**src/rtl/pillar_mem_pkg.sv**
```systemverilog
// Shared types and defaults for the CPU memory arbiter.
// Holds the arbiter FSM state enum, the owner enum, and default bus widths.
package pillar_mem_pkg;

  localparam int ADDR_W_DEFAULT = 32;
  localparam int DATA_W_DEFAULT = 32;

  typedef enum logic [1:0] {
    ARB_IDLE   = 2'd0,
    ARB_ACCESS = 2'd1,
    ARB_RESP   = 2'd2
  } arb_state_e;

  typedef enum logic {
    OWN_IF = 1'b0,
    OWN_D  = 1'b1
  } owner_e;

endpackage

```
**src/rtl/arb_pick2.sv**
```systemverilog
// Two-way winner select between the fetch port and the load/store port.
// MEM_ARB_ROUND_ROBIN_EN defined: a tie goes to the port that did not own
// the previous transaction. Undefined: fixed priority, data beats fetch.
module arb_pick2
  import pillar_mem_pkg::*;
(
  input  logic   if_req_i,
  input  logic   d_req_i,
`ifdef MEM_ARB_ROUND_ROBIN_EN
  input  owner_e last_i,
`endif
  output logic   valid_o,
  output owner_e win_o
);

  // Pure combinational pick; the caller only uses win_o when valid_o is high.
  always_comb begin
    valid_o = if_req_i | d_req_i;
    win_o   = OWN_D;
`ifdef MEM_ARB_ROUND_ROBIN_EN
    if (if_req_i && d_req_i) begin
      win_o = (last_i == OWN_D) ? OWN_IF : OWN_D;
    end else if (if_req_i) begin
      win_o = OWN_IF;
    end
`else
    if (if_req_i && !d_req_i) begin
      win_o = OWN_IF;
    end
`endif
  end

endmodule

```
**src/rtl/mem_arbiter.sv**
```systemverilog
// Shares the single-port system RAM between CPU fetch and load/store ports.
// One RAM access at a time: IDLE (arbitrate and latch) -> ACCESS (drive RAM)
// -> RESP (ack the owner, return RAM read data).
// Optional feature macro: MEM_ARB_ROUND_ROBIN_EN (round-robin tie break);
// without it data always beats fetch.
//
// Handshake: a port raises req with its address/data and holds them until
// it sees its one-cycle ack; in the cycle after the ack it must drop req or
// present a new request. Everything a transaction needs is captured in IDLE,
// so input changes during ACCESS/RESP have no effect.
module mem_arbiter
  import pillar_mem_pkg::*;
#(
  parameter int ADDR_W = ADDR_W_DEFAULT,
  parameter int DATA_W = DATA_W_DEFAULT
) (
  input  logic              clk,
  input  logic              reset,
  input  logic              if_req_i,
  input  logic [ADDR_W-1:0] if_addr_i,
  output logic              if_ack_o,
  output logic [DATA_W-1:0] if_rdata_o,
  input  logic              d_req_i,
  input  logic              d_we_i,
  input  logic [ADDR_W-1:0] d_addr_i,
  input  logic [DATA_W-1:0] d_wdata_i,
  output logic              d_ack_o,
  output logic [DATA_W-1:0] d_rdata_o,
  output logic              ram_we_o,
  output logic [ADDR_W-1:0] ram_addr_o,
  output logic [DATA_W-1:0] ram_data_o,
  input  logic [DATA_W-1:0] ram_data_i,
  output arb_state_e        state_o
);

  arb_state_e        state_q;
  owner_e            owner_q;
  logic [ADDR_W-1:0] addr_q;
  logic [DATA_W-1:0] wdata_q;
  logic              ram_we_q;
  logic              if_ack_q;
  logic              d_ack_q;
  logic              win_valid_d;
  owner_e            win_d;
`ifdef MEM_ARB_ROUND_ROBIN_EN
  owner_e            last_q;
`endif

  arb_pick2 u_pick (
    .if_req_i (if_req_i),
    .d_req_i  (d_req_i),
`ifdef MEM_ARB_ROUND_ROBIN_EN
    .last_i   (last_q),
`endif
    .valid_o  (win_valid_d),
    .win_o    (win_d)
  );

  // Arbiter FSM with registered RAM drive and acks; write enable is only
  // ever high during ACCESS, and acks only during RESP.
  always_ff @(posedge clk) begin
    if (reset) begin
      state_q  <= ARB_IDLE;
      owner_q  <= OWN_D;
      addr_q   <= '0;
      wdata_q  <= '0;
      ram_we_q <= 1'b0;
      if_ack_q <= 1'b0;
      d_ack_q  <= 1'b0;
`ifdef MEM_ARB_ROUND_ROBIN_EN
      last_q   <= OWN_D;
`endif
    end else begin
      ram_we_q <= 1'b0;
      if_ack_q <= 1'b0;
      d_ack_q  <= 1'b0;
      case (state_q)
        ARB_IDLE: begin
          if (win_valid_d) begin
            owner_q <= win_d;
`ifdef MEM_ARB_ROUND_ROBIN_EN
            last_q  <= win_d;
`endif
            if (win_d == OWN_D) begin
              addr_q   <= d_addr_i;
              wdata_q  <= d_wdata_i;
              ram_we_q <= d_we_i;
            end else begin
              // Fetch is read-only; write data keeps its last latched value.
              addr_q <= if_addr_i;
            end
            state_q <= ARB_ACCESS;
          end
        end
        ARB_ACCESS: begin
          if_ack_q <= (owner_q == OWN_IF);
          d_ack_q  <= (owner_q == OWN_D);
          state_q  <= ARB_RESP;
        end
        ARB_RESP: begin
          state_q <= ARB_IDLE;
        end
        default: begin
          state_q <= ARB_IDLE;
        end
      endcase
    end
  end

  // RAM read data arrives registered in RESP; route it to the acked port only.
  always_comb begin
    if_rdata_o = if_ack_q ? ram_data_i : '0;
    d_rdata_o  = d_ack_q  ? ram_data_i : '0;
  end

  assign if_ack_o   = if_ack_q;
  assign d_ack_o    = d_ack_q;
  assign ram_we_o   = ram_we_q;
  assign ram_addr_o = addr_q;
  assign ram_data_o = wdata_q;
  assign state_o    = state_q;

endmodule

```
**config.mk**
```make
export PLATFORM = sky130hd
export DESIGN_NAME = mem_arbiter
export DESIGN_NICKNAME = d
export VERILOG_FILES = /design/src/rtl/pillar_mem_pkg.sv /design/src/rtl/arb_pick2.sv /design/src/rtl/mem_arbiter.sv
export SDC_FILE = /design/constraint.sdc
export NUM_CORES = 1
export LEC_CHECK = 0
export CAP_MARGIN = 40
export CORE_AREA = 2 2 103 105
export DETAILED_ROUTE_END_ITERATION = 6
export DIE_AREA = 0 0 105 107
export PLACE_DENSITY = 0.81
export SLEW_MARGIN = 20
export SYNTH_ARGS = -nofsm -noshare
export SYNTH_HDL_FRONTEND = slang
export SYNTH_SLANG_ARGS = --single-unit
export TNS_END_PERCENT = 100
```
**constraint.sdc**
```tcl
create_clock -name clk -period 1.5 [get_ports clk]
set_input_delay 0.225 -clock clk [delete_from_list [all_inputs] [get_ports clk]]
set_output_delay 0.225 -clock clk [all_outputs]
set_load 0.02 [all_outputs]
```
==> results.tsv <==
stage	metric	value	unit
logic_synthesis	syn_area	3380	sq um
sta	finalWorstSetupSlack	0.0221	ns
pwr	p_int	3.86	mW
pwr	total_power	5.45	mW
logic_synthesis	synth_ff_type	dfxtp_1	
logic_synthesis	synth_top_area_share	41.5	%
logic_synthesis	ys_ff_latch	70	
place	place_area	6180	sq um
critical_path	rr_worst_depth	3	
worst_hold_path	hold_class	input pin to register	
die	die-area	11200	sq um
sta	max_freq	0.677	GHz
critical_path	cp.required	1.27	ns
place	gp_congestion	0.856	
clocking	clk_pin_slew	0.07	ns
clocking	cts_buffers	9	
logic_synthesis	synth-async-reset-ratio	0	%
grt	groute.usage.overall	21.8	%
place	port_buffers	265	
logic_synthesis	synth_area_leader_cell	dfxtp_1	
grt	grt_pass1_wl	19200	um
sta	rsz0062_at_grt	yes	
critical_path	r2r_start	state_o[1]	
finish	final_area	6240	sq um
finish	drive_gt1_share	21.7	%
place	dp_worst_setup_slack	-0.208	ns
logic_synthesis	syn_area_per_cell	9.01	sq um
clocking	cts-root-buf	clkbuf_8	
pwr	p_seq_share	38.9	%
pwr	switching_share	29.3	%
critical_path	cp-endpoint	d_rdata_o[30]	
detailed_routing	dr.pass1.iters	4	
pwr	p_leak	2.88	nW
critical_path	cp-start-kind	register	
pwr	p_comb_share	29.5	%
clocking	htree_levels	3	
finish	syn_to_final_growth	84.7	%
logic_synthesis	synth_edf_count	0	
clocking	postCtsHoldBufs	0	
clocking	postCtsSetupRepairBufs	0	
pwr	pwr-share-clk	31.7	%
clocking	cts.sinks	70	
sta	fin_crit_sh	98.5	%
logic_synthesis	synth_common_cells	dfxtp_1 (70), and2_1 (65), nand2_1 (65)	
pwr	powerDensity	875	nW/um^2
detailed_routing	drtAntennaViolNets	0	
critical_path	regToRegSetupSlack	0.12	ns
pwr	ir_worst_vdd	0.469	mV
logic_synthesis	synth_nets	508	
clocking	cts_buffer_depth	2	
die	ios	266	
critical_path	arrival	1.25	ns
detailed_routing	wirelength	12800	um
detailed_routing	via_per_inst	4.73	
detailed_routing	drc	0	
sta	tightest_slew	0.493	ns
logic_synthesis	synth_most_common_cell	dfxtp_1	
pwr	p_switching	1.60	mW
die	coreArea	10100	sq um
die	die_y	107	um
finish	final_nets	763	
die	row_count	37	
sta	hold_viol	0	
grt	grt_antenna_before_repair	2	
outcome	run_status	finished, final reports clean	
grt	gr-total-overflow	0	
die	die_w	105	um
grt	grt_max_degree	37	
critical_path	crit_start	d_ack_o	
place	dpl.hpwl	9970	um
detailed_routing	wl_per_cell	16.6	um
sta	finalCriticalPeriod	1.48	ns
sta	max_slew_margin	67.2	%
run	maxCapViolCount	0	
logic_synthesis	synthCells	375	
detailed_routing	via_count	3660	
grt	grt_pass1_vias	3758	
sta	clock_skew	0.00731	ns
sta	drv_slew	0	
die	initial_core_util	33.5	%
clocking	cts_tree	built	
critical_path	critPathKind	register to output port	
clocking	clk_latency	0.33	ns
critical_path	cp_max_fo	16	
detailed_routing	drt_iter0_markers	144	
logic_synthesis	synth_area_leaders	dfxtp_1 (41%), a311oi_2 (13%), and2_1 (12%)	
logic_synthesis	synth_cell_types	20	
logic_synthesis	ys_warn_count	0	
sta	setup_viol	0	
critical_path	r2r-end	ram_addr_o[30]	
logic_synthesis	yosysSeqAreaShare	41.5	%
critical_path	endpoint_kind	output port	
-- power groups by stage --
stage / Sequential, mW / Combinational (mW) / Clock [mW]
3_5_place_dp: 2.17 / 1.72 / 0
3_3_place_gp: 2.16 / 1.69 / 0
5_1_grt: 2.14 / 1.71 / 1.85
4_1_cts: 2.12 / 1.61 / 1.77
2_1_floorplan: 2.36 / 0.639 / 0
6_report: 2.12 / 1.61 / 1.73
-- sequential cells by signal, summed over array words and instances, names as in the netlist --
register,flops
ram_we_o,1
ram_addr_o,32
if_ack_o,1
owner_q,1
ram_data_o,32
d_ack_o,1
state_o,2
-- cell type report --
type,instances,area [sq um]
well taps,136,170
clock inverters,5,81.3
clock buffers,11,151
diodes,2,5.00
flip-flops and latches,70,1410
multi-input cells,269,1820
repair buffers,280,2600
fillers,912,3860
-- routing by layer --
metal	vias to the layer above	GRT usage, %	wire length [um]
li1	1784	-	-
met1	1685	20.5	4650
met2	168	42.3	6870
met3	23	7.48	960
met4	0	9.33	331
met5	-	0	0
-- cell usage in the layout (no fill, tap or decap), types with 2 or more instances in the layout --
master           instances
clkdlybuf4s50_1        131
dlygate4sd2_1           68
dfxtp_1                 68
nand2_1                 65
and2_1                  59
buf_2                   39
nor2_1                  33
a21oi_1                 32
mux2i_1                 32
a311oi_2                30
buf_6                   15
clkbuf_8                11
buf_4                   10
and2_4                   7
clkdlybuf4s15_2          6
buf_12                   5
clkbuf_2                 3
diode_2                  2
a311oi_1                 2
bufinv_16                2
dfxtp_4                  2
-- per-stage QoR --
stage               std cells  utilization, %  TNS [ns]  hold slack (ns)
finish                    773            61.8         0            0.225
global route              771            61.7    -0.212            0.237
CTS                       771            62.9   -0.0149            0.203
detailed placement        753            61.3    -20.95            0.437
global placement          753            61.3    -19.24            0.421
floorplan                 375               -         0            0.372
-- timing repair --
action | CTS | global route
endpoints found under the setup margin | 132 | 54
gates resized for setup | 298 | 62
cloned | 2 | 0
-- worst max-delay path: stages, from the launching register on --
cell       delay [ns]
dfxtp_4          0.36
bufbuf_16        0.28
and2_1           0.13
buf_4            0.15
-- worst min-delay path by stage --
stage	startpoint	to	cells after the start
floorplan	d_wdata_i[23]	ram_data_o[23]	2
global placement	owner_q	if_ack_o	1
detailed placement	owner_q	if_ack_o	1
CTS	reset	state_o[0]	2
global route	reset	ram_addr_o[16]	2
finish	reset	ram_addr_o[17]	2
-- logic make-up after synthesis --
kind of cell	share of synthesized area (%)
flip-flops	41.5
buffers and inverters	5.41
AO/OA/AOI/OAI	18.9
multiplexers	9.49
AND/OR/NAND/NOR	24.7
Note: power is estimated with default switching activity, not from simulation.
